===== config.mk =====
export PLATFORM = sky130hd
export DESIGN_NAME = abs_diff_err_sweep
export DESIGN_NICKNAME = d
export VERILOG_FILES = /design/src/rtl/abs_diff_sweep_pkg.sv /design/src/rtl/abs_diff_err_acc.sv /design/src/rtl/abs_diff_err_sweep.sv
export SDC_FILE = /design/constraint.sdc
export NUM_CORES = 1
export LEC_CHECK = 0
export CAP_MARGIN = 10
export CORE_MARGIN = 2
export CORE_UTILIZATION = 40
export DETAILED_ROUTE_END_ITERATION = 8
export PLACE_DENSITY = 0.73
export SLEW_MARGIN = 20
export SYNTH_ARGS = -nofsm -noshare
export SYNTH_HDL_FRONTEND = slang
export SYNTH_HIERARCHICAL = 1
export SYNTH_SLANG_ARGS = --single-unit

===== constraint.sdc =====
create_clock -name clk -period 5.2 [get_ports clk]
set_clock_uncertainty 0.2 [all_clocks]
set_input_delay 1.04 -clock clk [delete_from_list [all_inputs] [get_ports clk]]
set_output_delay 1.04 -clock clk [all_outputs]
set_load 0.005 [all_outputs]

===== src/rtl/abs_diff_sweep_pkg.sv =====
// Package for the abs_diff error-sweep harness.
// Holds the harness geometry (input/output widths, error threshold), the FSM
// state type and the two arithmetic helpers shared by the top and the
// accumulator:
//   abs_diff_exact(a, b) : exact |a-b| of the two operand halves, zero-extended
//                          to OUT_W bits
//   abs_err(x, y)        : |x-y| of two OUT_W-bit values, saturated to OUT_W bits
package abs_diff_sweep_pkg;

  localparam int IN_W   = 4;          // approximate-circuit input count
  localparam int OUT_W  = 3;          // approximate-circuit output width
  localparam int ET     = 2;          // pass iff worst-case error <= ET
  localparam int HALF_W = IN_W / 2;   // operand width (a and b)
  localparam int CNT_W  = IN_W + 1;   // error counter width, holds 2^IN_W

  localparam logic [IN_W-1:0]  STIM_LAST = '1;
  localparam logic [OUT_W-1:0] ET_V      = OUT_W'(ET);

  typedef enum logic [1:0] {
    IDLE,
    SWEEP,
    DRAIN,
    DONE
  } state_t;

  // One extra bit of signed headroom makes the operand difference exact.
  function automatic logic [OUT_W-1:0] abs_diff_exact(input logic [HALF_W-1:0] a,
                                                      input logic [HALF_W-1:0] b);
    logic signed [HALF_W:0] d;
    d = $signed({1'b0, a}) - $signed({1'b0, b});
    if (d < 0) d = -d;
    return OUT_W'($unsigned(d));
  endfunction

  function automatic logic [OUT_W-1:0] abs_err(input logic [OUT_W-1:0] x,
                                               input logic [OUT_W-1:0] y);
    logic signed [OUT_W:0] d;
    d = $signed({1'b0, x}) - $signed({1'b0, y});
    if (d < 0) d = -d;
    // Saturate rather than wrap if the magnitude ever needs the extra bit.
    return d[OUT_W] ? '1 : d[OUT_W-1:0];
  endfunction

endpackage


===== src/rtl/abs_diff_err_acc.sv =====
// Stage-2 error accumulator for the abs_diff error sweep.
// Tracks the worst-case error and the number of vectors with nonzero error,
// and registers the pass verdict when the sweep finishes.
// Configuration macro: ABS_DIFF_FIRST_FAIL_EN adds capture of the first vector
// (in sweep order) whose error exceeds ET.
// Ports:
//   clk, rst_n   clock, asynchronous active-low reset
//   clear        start of a new sweep: zero all results
//   valid        err (and stim) belong to a swept vector this cycle
//   err          saturated |exact - approx| for that vector
//   stim         the vector itself (first-fail build only)
//   finish       last accumulation cycle: register the pass verdict
//   max_err      worst-case error so far
//   err_cnt      vectors with nonzero error so far
//   pass         max_err <= ET, valid once finish has been seen
//   fail_vec     first vector with err > ET (first-fail build only)
//   fail_seen    fail_vec holds a captured vector (first-fail build only)
module abs_diff_err_acc
  import abs_diff_sweep_pkg::*;
(
  input  logic             clk,
  input  logic             rst_n,
  input  logic             clear,
  input  logic             valid,
  input  logic [OUT_W-1:0] err,
`ifdef ABS_DIFF_FIRST_FAIL_EN
  input  logic [IN_W-1:0]  stim,
  output logic [IN_W-1:0]  fail_vec,
  output logic             fail_seen,
`endif
  input  logic             finish,
  output logic [OUT_W-1:0] max_err,
  output logic [CNT_W-1:0] err_cnt,
  output logic             pass
);

  // The verdict is taken in the same edge as the last accumulation, so it has
  // to see the maximum including the vector being folded in right now.
  logic [OUT_W-1:0] max_next;
  assign max_next = (valid && (err > max_err)) ? err : max_err;

  always_ff @(posedge clk or negedge rst_n) begin
    if (!rst_n) begin
      max_err <= '0;
      err_cnt <= '0;
      pass    <= 1'b0;
    end else if (clear) begin
      max_err <= '0;
      err_cnt <= '0;
      pass    <= 1'b0;
    end else begin
      max_err <= max_next;
      if (valid && (err != '0)) err_cnt <= err_cnt + 1'b1;
      if (finish) pass <= (max_next <= ET_V);
    end
  end

`ifdef ABS_DIFF_FIRST_FAIL_EN
  // Only the first violation in sweep order is kept; later ones are ignored.
  always_ff @(posedge clk or negedge rst_n) begin
    if (!rst_n) begin
      fail_vec  <= '0;
      fail_seen <= 1'b0;
    end else if (clear) begin
      fail_vec  <= '0;
      fail_seen <= 1'b0;
    end else if (valid && !fail_seen && (err > ET_V)) begin
      fail_vec  <= stim;
      fail_seen <= 1'b1;
    end
  end
`endif

endmodule


===== src/rtl/abs_diff_err_sweep.sv =====
// Exhaustive error-checking harness around one combinational approximate
// abs_diff circuit. Drives every input vector in order, registers the vector
// together with the circuit's answer, then compares against exact |a-b| and
// accumulates worst-case error, error count and a pass verdict.
// Configuration macro: ABS_DIFF_FIRST_FAIL_EN adds fail_vec_o / fail_seen_o.
// Ports:
//   clk, rst_n    clock (rising edge), asynchronous active-low reset
//   start_i       one-cycle pulse; launches a sweep from IDLE or DONE
//   stim_o        vector to the approximate circuit; a = low half, b = high half
//   approx_i      approximate circuit output, combinational from stim_o
//   busy_o        sweep or pipeline drain in progress
//   done_o        results complete and stable
//   pass_o        max_err_o <= ET (valid while done_o)
//   max_err_o     worst-case |exact - approx|
//   err_cnt_o     number of vectors with nonzero error
//   fail_vec_o    first vector with error above ET (first-fail build only)
//   fail_seen_o   a violating vector was captured (first-fail build only)
module abs_diff_err_sweep
  import abs_diff_sweep_pkg::*;
(
  input  logic             clk,
  input  logic             rst_n,
  input  logic             start_i,
  output logic [IN_W-1:0]  stim_o,
  input  logic [OUT_W-1:0] approx_i,
  output logic             busy_o,
  output logic             done_o,
  output logic             pass_o,
  output logic [OUT_W-1:0] max_err_o,
`ifdef ABS_DIFF_FIRST_FAIL_EN
  output logic [IN_W-1:0]  fail_vec_o,
  output logic             fail_seen_o,
`endif
  output logic [CNT_W-1:0] err_cnt_o
);

  state_t state, state_nxt;
  logic   launch;

  // NOTE: every signal assigned in always_comb gets a default first; a path
  // that leaves one unassigned would infer a latch.
  always_comb begin
    state_nxt = state;
    launch    = 1'b0;
    unique case (state)
      IDLE, DONE: if (start_i) begin
        state_nxt = SWEEP;
        launch    = 1'b1;
      end
      SWEEP:   if (stim_o == STIM_LAST) state_nxt = DRAIN;
      DRAIN:   state_nxt = DONE;
      default: state_nxt = IDLE;
    endcase
  end

  // NOTE: registers use non-blocking assignments so every flop samples the
  // pre-edge values, independent of statement order.
  always_ff @(posedge clk or negedge rst_n) begin
    if (!rst_n) state <= IDLE;
    else        state <= state_nxt;
  end

  // Stimulus counter: restarts at 0 on launch, steps once per SWEEP cycle and
  // parks on the last vector so it never wraps inside a sweep.
  always_ff @(posedge clk or negedge rst_n) begin
    if (!rst_n) begin
      stim_o <= '0;
    end else if (launch) begin
      stim_o <= '0;
    end else if ((state == SWEEP) && (stim_o != STIM_LAST)) begin
      stim_o <= stim_o + 1'b1;
    end
  end

  // Stage 1: the vector and the circuit's answer to it travel together.
  logic             pipe_valid;
  logic [IN_W-1:0]  pipe_stim;
  logic [OUT_W-1:0] pipe_approx;

  always_ff @(posedge clk or negedge rst_n) begin
    if (!rst_n) begin
      pipe_valid  <= 1'b0;
      pipe_stim   <= '0;
      pipe_approx <= '0;
    end else begin
      pipe_valid  <= (state == SWEEP);
      pipe_stim   <= stim_o;
      pipe_approx <= approx_i;
    end
  end

  // Stage 2 arithmetic: exact reference, then distance to the approximation.
  logic [OUT_W-1:0] err;
  assign err = abs_err(abs_diff_exact(pipe_stim[HALF_W-1:0], pipe_stim[IN_W-1:HALF_W]),
                       pipe_approx);

  abs_diff_err_acc u_acc (
    .clk       (clk),
    .rst_n     (rst_n),
    .clear     (launch),
    .valid     (pipe_valid),
    .err       (err),
`ifdef ABS_DIFF_FIRST_FAIL_EN
    .stim      (pipe_stim),
    .fail_vec  (fail_vec_o),
    .fail_seen (fail_seen_o),
`endif
    .finish    (state == DRAIN),
    .max_err   (max_err_o),
    .err_cnt   (err_cnt_o),
    .pass      (pass_o)
  );

  assign busy_o = (state == SWEEP) || (state == DRAIN);
  assign done_o = (state == DONE);

endmodule


# Yosys cells after proc, flatten, opt, wreduce, memory -nomap -nowiden
# Cells that the tools add are included.
totals:
  ff_bits: 23
  wordCells: 52
  input_bits: 6
  output_inout_bits: 15
op_classes:
  n_mux: 16
  eq_ne: 7
  n_addsub: 6
  n_reduce_logical: 11
  order_cmp: 4
ops:
  columns: ["cell", "n"]
  rows:
  - ["two-way mux 3 bit", 4]
  - ["two-way mux 4 bit", 3]
  - ["two-way mux 5 bit", 2]
  - ["case mux 2 bit (3 select lines)", 1]
  - ["nonzero test 2 bit", 3]
  - ["adder 5 x 1 -> 5 bit, second input constant", 1]
  - ["adder 4 x 1 -> 4 bit, second input constant", 1]
  - ["== test 2 bit, second input constant", 2]
  - ["== test 4 bit, second input constant", 1]
  - ["< comparator 4 x 1 -> 1 bit, second input constant", 1]
  - ["two-way mux 1 bit", 4]
  - ["two-way mux 2 bit", 2]
  - ["!= test 2 bit, second input constant", 2]
  - ["!= test 4 bit, second input constant", 1]
  - ["negation 4 bit", 1]
  - ["subtractor 3 x 3 -> 4 bit", 1]
  - ["> comparator 3 bit", 1]
  - ["<= comparator 3 x 2 -> 1 bit, second input constant", 1]
  - ["logical AND 1 bit", 3]
  - ["< comparator 3 x 1 -> 1 bit, second input constant", 1]
  - ["negation 3 bit", 1]
  - ["nonzero test 3 bit", 1]
  - ["subtractor 2 x 2 -> 3 bit", 1]
  - ["== test 2 x 1 -> 1 bit, second input constant", 1]
  - ["other kinds (4)", 4]

# Logic depth before layout (Yosys ltp)
# Gate-level depths: netlist (run 1).
depth:
  depth_word: 13
  mapped_depth: 16
  mapped_depth_nobuf: 16

# Modules after synthesis
# The synthesis (run 1) kept the hierarchy.
modules_own_cells:
  columns: ["mod", "instances", "cells_each", "area_per_inst_um2"]
  rows:
  - ["abs_diff_err_sweep", 1, 74, 799.5]
  - ["abs_diff_err_acc", 1, 52, 534.3]

# Least setup slack after synthesis (run 1)
# Ideal clock, no wire load.
synth_path:
  path_type: "flip-flop to flip-flop"
  from: "register pipe_stim[0]"
  to: "register u_acc.pass"
  path_buffers: 0
  arrival_time_ns: 3.587
  setup_time_ns: 0.096
  stages_incl_launch_ff: 17
  path_slack_ns: 1.318
  cell_sequence: "dfrtp_1 -> inv_1 -> ha_1 -> fa_1 -> ha_1 -> a21o_1 -> inv_1 -> fa_1 -> ha_1 -> a21bo_2 -> nand3_1 -> a32oi_1 -> ha_1 -> nor2_1 -> a31o_2 -> o21ai_2 -> a311oi_2"
synth_via:
  elab_chain_cells: 13
  elab_cells_between_ends: 15
  cone_classes: "add/sub (4); order compare (4); mux (6); reduce/logical (1)"
synth_lines:
  columns: ["element", "line", "text"]
  rows:
  - ["start, declared", "abs_diff_err_sweep.sv:77", "logic [IN_W-1:0] pipe_stim;"]
  - ["start signal, assigned", "abs_diff_err_sweep.sv:87", "pipe_stim <= stim_o;"]
  - ["subtractor 2 x 2 -> 3 bit *", "abs_diff_sweep_pkg.sv:30", "d = $signed({1'b0, a}) - $signed({1'b0, b});"]
  - ["negation 3 bit or < comparator 3 x 1 -> 1 bit (tied branches)", "abs_diff_sweep_pkg.sv:31", "if (d < 0) d = -d;"]
  - ["two-way mux 3 bit *", "abs_diff_sweep_pkg.sv:31", null]
  - ["subtractor 3 x 3 -> 4 bit *", "abs_diff_sweep_pkg.sv:38", "d = $signed({1'b0, x}) - $signed({1'b0, y});"]
  - ["negation 4 bit or < comparator 4 x 1 -> 1 bit (tied branches)", "abs_diff_sweep_pkg.sv:39", "if (d < 0) d = -d;"]
  - ["two-way mux 4 bit *", "abs_diff_sweep_pkg.sv:39", null]
  - ["two-way mux 3 bit *", "abs_diff_sweep_pkg.sv:41", "return d[OUT_W] ? '1 : d[OUT_W-1:0];"]
  - ["net err[2]", "abs_diff_err_sweep.sv:93", "logic [OUT_W-1:0] err;"]
  - ["> comparator 3 bit", "abs_diff_err_acc.sv:40", "assign max_next = (valid && (err > max_err)) ? err : max_err;"]
  - ["logical AND 1 bit", "abs_diff_err_acc.sv:40", null]
  - ["two-way mux 3 bit *", "abs_diff_err_acc.sv:40", null]
  - ["<= comparator 3 x 2 -> 1 bit *", "abs_diff_err_acc.sv:54", "if (finish) pass <= (max_next <= ET_V);"]
  - ["two-way mux 1 bit *", "abs_diff_err_acc.sv:54", null]
  - ["two-way mux 1 bit *", "abs_diff_err_acc.sv:47", "end else if (clear) begin"]
  - ["end signal, assigned", "abs_diff_err_acc.sv:54", null]
  - ["end, declared", "abs_diff_err_acc.sv:34", "output logic pass"]
# Mark *: on every way through the listed nets, which the timed path passes. The rest lies on a longest branch. The select of a mux whose other input is x is not followed.
# A chain may end at the register's enable or synchronous reset.

# Worst setup path after layout (run 1)
layout_path:
  from: "register pipe_stim[2]"
  to: "register u_acc.pass"
# The elaborated chain is that of the path after synthesis.

==> results of run 1 <==
metal layers:
metal	track usage [%]	wire length (µm)	up-vias
met5	0	0	-
met4	6.079	38	0
met3	1.656	53	4
met2	23.91	1241	15
met1	17.00	1053	506
li1	-	-	488
power breakdown:
group	switching, µW	internal, µW
Sequential	43.5	227
Combinational	407	340
Clock	50.2	29.9
layout make-up:
type,instances,share of cell area (%)
timing repair buffer,20,12.18
tap,44,3.435
multi-input combinational,88,43.79
sequential,23,35.91
clock buffer,4,1.639
inverter,13,3.044
synth_stat cells, drive strengths merged (2+ instances only):
cell | n | share of area, %
dfrtp | 23 | 43
ha | 15 | 14
inv | 13 | 3.7
a21oi | 9 | 3.4
nor2 | 9 | 2.5
o21ai | 9 | 3.7
nand3 | 8 | 3.4
xor2 | 4 | 2.6
mux2i | 3 | 2.3
nand2 | 3 | 0.84
o31ai | 3 | 2.1
a21boi | 2 | 1.1
a31oi | 2 | 1.4
and2 | 2 | 0.94
fa | 2 | 3.0
nand4 | 2 | 0.94
o31a | 2 | 1.5
or3 | 2 | 0.94
stage by stage:
step                hold slack, ns  total power, µW  utilization (%)  std cells
floorplan                   0.2314            822.0                -        126
global placement            0.2509            979.6            50.97        188
detailed placement          0.2566             1018            50.97        188
CTS                         0.2826             1101            51.81        192
global route                0.3139             1205            51.65        192
finish                      0.2781             1098            51.65        192
worst paths after layout:
kind / endpoint / depth (start not counted)
max in group asynchronous: stim_o[1]$_DFFE_PN0P_ / 1
min in group asynchronous: pipe_valid$_DFF_PN0_ / 1
min reg2reg: pipe_stim[1]$_DFF_PN0_ / 0
max: u_acc/pass$_DFFE_PN0P_ / 14
max reg2reg: u_acc/pass$_DFFE_PN0P_ / 14
min: pipe_stim[1]$_DFF_PN0_ / 0
registers in the layout, indices dropped and copies added, names as in the netlist:
name / count
state: 2
pipe_valid: 1
u_acc/pass: 1
stim_o: 4
u_acc/max_err: 3
pipe_approx: 3
pipe_stim: 4
u_acc/err_cnt: 5
kinds of logic after synthesis:
logic type	after synthesis
AND/OR/NAND/NOR	29
AO/OA/AOI/OAI	34
flip-flops	23
adder cells (fa/ha/maj)	17
multiplexers	3
XOR/XNOR	5
buffers and inverters	15
worst max-delay path, cell delays in order, from the launching register on:
cell and delay (ns):
dfrtp_1 0.39, ha_1 0.19, fa_1 0.46, ha_1 0.29, a21o_1 0.20, inv_1 0.08
fa_1 0.48, ha_1 0.22, a21bo_2 0.19, nand3_1 0.07, a32oi_1 0.35, ha_1 0.34
a31oi_2 0.28, nand3_2 0.12, a311oi_2 0.27
==> metrics.md, run 1 <==
| Metric | Value |
|---|---|
| Largest net degree at the start of global routing | 24 |
| Remaining global-route overflow | 0 |
| Mux contribution to synthesized area | about 2.3% |
| Diode count | 0 |
| Top-level port count | 21 |
| Slew Viols, Final | 0 |
| Post-Route WL | 2386 µm |
| CTS tree | yes |
| Max-cap violations | 0 |
| CTS clock-pin slew for the worst setup and hold paths | 0.12 ns |
| Final hold violations | 0 |
| Leak | about 0.00073 µW |
| Primary FF master, synth | dfrtp_1 |
| Port buffer count | 20 |
| Post-DP Area | 1582 µm² |
| Synth Area in Adders | between 10% and 20% |
| Share of cells above drive strength 1 | roughly a tenth |
| Yosys reg bits | 23 |
| Worst-Margin Slew | between 0.4 and 0.5 ns |
| Crit start category | flip-flop |
| Setup crit start | pipe_stim[2]$_DFF_PN0_ |
| Register area share after synthesis | a little over two fifths |
| CTS Root Cell | clkbuf_4 |
| Initial drt markers | 22 |
| Post-route setup slack | about 1.0 ns |
| Setup bufs post-CTS | 0 |
| CP required | around 5.2 ns |
| Main combinational cell family by area after synthesis | compound AO/OA/AOI/OAI gates |
| FF/Latch Area | between 500 and 600 µm² |
| RSZ-0062 raised after global routing | no |
| Compound-Gate Fraction of Synth Area | a little under a fifth |
| Most common cell after layout, fill and taps aside | dfrtp_1 |
| Syn avg cell area | around 11 µm² |
| HP Start | stim_o[1]$_DFFE_PN0P_ |
| PwrDens | roughly 690 nW/µm² |
| Worst setup EP type | flip-flop |
| Die Ht | about 62 µm |
| Worst slack, placed | approximately 1.0 ns |
| Most frequent cells in the layout | dfrtp_1, clkdlybuf4s50_1, ha_1 |
| Syn. warnings | 6 |
| Post-DP HPWL | roughly 1900 µm |
| # DRC | 0 |
| Setup TNS | 0 ns |
| Worst skew pair latency | 0.31 ns |
| Sink Count | 23 |
| Post-synthesis xor/xnor area fraction | under 10% |
| Drt wl/cell | 12.43 µm |
| Reg-to-reg slack, setup | between 1 and 1.5 ns |
| H-Tree Depth | 1 |
| Post-Synth Simple-Gate Area | 12.01% |
| Post_cts resized | 0 |
| Via density | between 5 and 6 |
| Cts bufs inserted | 3 |
| Total GRT Usage | 13.70% |
| Row count | 20 |
| Critical Path AT | 4.21 ns |
| Netlist cell types | 35 |
| Initial Util | between 40 and 50% |
| Vias in the first global route | roughly 960 |
| Die Width | ~62 µm |
| Vias after detailed routing | about 1,000 |
| Mapped Cells | 126 |
| Longest Clk Path Bufs | 2 |
| Initial antenna violation count | 0 |
| HP Class | flip-flop to flip-flop |
| Fmax | between 200 and 250 MHz |
| Outcome | completed |
| Asr flop ratio synth | 100.0% |
| Multi-input gate area | ~700 µm² |
| FILL cells | 300 |
| Largest fanout on the critical path | 5 |
| Final worst-path cycle share | 80.52% |
| ANT nets after route | 0 |
| First-pass GRT wire length | 3912 µm |
| # hold bufs at CTS | 0 |
| Post-synth EDFFs | 0 |
| Crit Path Class | flip-flop to flip-flop |
| Post-Syn Nets | between 100 and 150 |
| Final non-filler cell area | roughly 1600 µm² |
| DRT Pass-1 Iters | 4 |
| Mapped cell area | approximately 1300 µm² |
| RD Place Congestion | approximately 0.80 |
| Final Net Count | 172 |
| Period minus WS final | roughly 4.2 ns |
| Area grow syn2layout | 20.17% |
| Setup-failing EPs final | 0 |
| Max IR drop VDD | around 0.30 mV |
| Die area | 3812 µm² |
| Core ar. | slightly above 3000 µm² |
| Slew margin rel. | 67.33% |
| Critical R2R Launch | pipe_stim[2]$_DFF_PN0_ |
Power figures use the tool's default switching activity.
==> inputs of run 2 (changes only) <==
==> constraint.sdc (replaced) <==
create_clock -name clk -period 4.3 [get_ports clk]
set_clock_uncertainty 0.2 [all_clocks]
set_input_delay 0.86 -clock clk [delete_from_list [all_inputs] [get_ports clk]]
set_output_delay 0.86 -clock clk [all_outputs]
set_load 0.005 [all_outputs]
==> metrics.md, run 2 (synthesis gave the netlist of run 1 again) <==
| Metric | Value |
|---|---|
| Outcome | completed |
| HP Class | flip-flop to flip-flop |
| Reg-to-reg slack, setup | 0.27 ns (-0.75 ns) |
| First-pass GRT wire length | 4036 µm (+3.2%) |
| Cell mode on critical path | ha_1 |
| WHS Path Cells | 0 (unchanged) |
| R2R cell count | 15 (+1) |
| Fmax | 247.9 MHz (+3.8%) |
| HP Start | stim_o[1]$_DFFE_PN0P_ |
| Area grow syn2layout | 26.08% |
| CP Cell Sequence | inv_1, ha_1, fa_1, ha_1, a21o_1, inv_1, fa_2, ha_1, a21bo_2, nand3_1, a32oi_2, ha_4, a31o_2, o21ai_0, a21oi_1 |
| Critical Path AT | 4.02 ns (-0.19 ns) |
| DRT Pass-1 Iters | 4 (unchanged) |
| WP buf/inv | 2 (+1) |
| CTS tree | yes |
| Die area | 3812 µm² (unchanged) |
| Total GRT Usage | 14.24% (+0.55 points) |
| Largest fanout on the critical path | 5 (unchanged) |
| Reg2reg end | u_acc/max_err[2]$_DFF_PN0_ |
| Largest regs | u_acc/err_cnt x5, pipe_stim x4, stim_o x4 |
| Remaining global-route overflow | 0 (unchanged) |
| Die Width | 61.75 µm (unchanged) |
| Final Net Count | 174 (+1.2%) |
| ANT nets after route | 0 (unchanged) |
| Die Ht | 61.75 µm (unchanged) |
| Worst slack, placed | 0.1750 ns (-0.8722 ns) |
| Crit start category | flip-flop |
| Max-cap violations | 0 (unchanged) |
| Critical R2R Launch | pipe_stim[0]$_DFF_PN0_ |
| Top-level port count | 21 (unchanged) |
| Final hold violations | 0 (unchanged) |
| Vias after detailed routing | 1,016 (+0.30%) |
| Period minus WS final | 4.034 ns (-0.1537 ns) |
| WHS Endpoint | pipe_stim[1]$_DFF_PN0_ |
| Final cell count without fillers | 194 (+1.0%) |
| Post-DP Area | 1589 µm² (+0.47%) |
| # hold bufs at CTS | 0 (unchanged) |
| DP Cell Count | 189 (+0.53%) |
| Slew Viols, Final | 0 (unchanged) |
| Core ar. | 3103 µm² (unchanged) |
| Post-route setup slack | 0.2664 ns (-0.7463 ns) |
| Initial drt markers | 54 (+150%) |
| CTS clock-pin slew for the worst setup and hold paths | 0.12 ns (about the same) |
| Max FFs per register | 5 (unchanged) |
| Slowest stage delay, CP | 0.48 ns (about the same) |
| Post-Route WL | 2556 µm (+7.1%) |
| Initial Util | 42.98% (unchanged) |
| Final non-filler cell area | 1682 µm² (+4.9%) |
| Most frequent cells in the layout | dfrtp_1, clkdlybuf4s50_1, inv_1, ha_1, a21oi_1 |
| Longest Clk Path Bufs | 2 (unchanged) |
| Worst-Margin Slew | 0.4947 ns (+0.009727 ns) |
| Slowest cell on the critical path | fa_2 |
| CP required | 4.29 ns (-0.94 ns) |
| Worst setup EP type | flip-flop |
| Vias in the first global route | 971 (+1.4%) |
| RD Place Congestion | 0.8188 (+3.0%) |
| H-Tree Depth | 1 (unchanged) |
| Share of cells above drive strength 1 | 15.33% (+5.2 points) |
| Crit Path Class | flip-flop to flip-flop |
| RSZ-0062 raised after global routing | no |
| Setup TNS | 0 ns (unchanged) |
| Post-DP HPWL | 1956 µm (+3.5%) |
| Sink Count | 23 (unchanged) |
| Setup-failing EPs final | 0 (unchanged) |
| CTS Root Cell | clkbuf_4 |
| Final worst-path cycle share | 93.80% (+13 points) |
| Diode count | 0 (unchanged) |
| Top reg by flops | u_acc/err_cnt |
| Drt wl/cell | 13.18 µm (+6.0%) |
| Row count | 20 (unchanged) |
| CP top delay family | adder cells |
| Most common cell after layout, fill and taps aside | dfrtp_1 |
| Port buffer count | 20 (unchanged) |
| Via density | 5.237 (-0.74%) |
| Initial antenna violation count | 0 (unchanged) |
| Largest net degree at the start of global routing | 24 (unchanged) |
| Slew margin rel. | 67.02% (-0.31 points) |
| Cts bufs inserted | 3 (unchanged) |
| Worst skew pair latency | 0.31 ns (about the same) |
| # DRC | 0 (unchanged) |
| FILL cells | 291 (-3.0%) |
[run 2: worst max path at each step]
stage / startpoint / to / slack [ns] / depth (start not counted)
floorplan: pipe_stim[0]$_DFF_PN0_ / u_acc/pass$_DFFE_PN0P_ / 0.42 / 16
global placement: pipe_stim[0]$_DFF_PN0_ / u_acc/pass$_DFFE_PN0P_ / 0.28 / 15
detailed placement: pipe_stim[0]$_DFF_PN0_ / u_acc/pass$_DFFE_PN0P_ / 0.17 / 15
CTS: pipe_stim[0]$_DFF_PN0_ / u_acc/pass$_DFFE_PN0P_ / 0.15 / 15
global route: pipe_stim[0]$_DFF_PN0_ / u_acc/pass$_DFFE_PN0P_ / 0.005 / 16
finish: pipe_stim[0]$_DFF_PN0_ / u_acc/max_err[2]$_DFF_PN0_ / 0.27 / 15
[run 2: metrics by stage]
step                      utilization, %  hold WS, ns
final                              54.19       0.2850
after global routing               54.19       0.3158
after CTS                          52.06       0.2837
after detailed placement           51.21       0.2555
after global placement             51.21       0.2562
after floorplan                        -       0.2314
[run 2: timing repair]
item                                    CTS  global route
gates resized for setup                   0            10
setup buffers                             0             1
endpoints found under the setup margin    0             4
[run 2: final cells by class]
class	count	area, µm²	share of cell area [%]
Multi-Input combinational cell	88	765.7	45.54
Sequential cell	23	575.6	34.23
Timing Repair Buffer	22	210.2	12.50
Tap cell	44	55.05	3.274
Inverter	13	48.80	2.902
Clock buffer	4	26.28	1.563
[run 2: worst register-to-register path, stage by stage, from the launching register on]
cell and delay, ns:
dfrtp_1 0.34, inv_1 0.04, ha_1 0.19, fa_1 0.46, ha_1 0.29, a21o_1 0.19
inv_1 0.08, fa_2 0.48, ha_1 0.23, a21bo_2 0.19, nand3_1 0.08, a32oi_2 0.32
ha_4 0.28, a31o_2 0.26, o21ai_0 0.20, a21oi_1 0.09
[run 2: routing by layer]
layer	share of wire [%]	up-vias	track usage [%]
met5	0	-	0
met4	1.1	0	6.383
met3	2.0	2	0.6211
met2	54	16	25.71
met1	43	505	17.59
li1	-	493	-
Power of run 2 is not shown: default switching activity piles up to over one toggle a cycle in this logic, so the estimate is an artifact.
==> inputs of run 3 (changes only) <==
--- a/config.mk
+++ b/config.mk
@@ -8,6 +8,7 @@
 export CAP_MARGIN = 10
 export CORE_MARGIN = 2
 export CORE_UTILIZATION = 40
+export CTS_CLUSTER_SIZE = 25
 export DETAILED_ROUTE_END_ITERATION = 8
 export PLACE_DENSITY = 0.73
 export SLEW_MARGIN = 20
==> results of run 3 <==
No change in the layout: final DEF, timing and power equal those of run 2.
Power of run 3 is left out for the same reason.
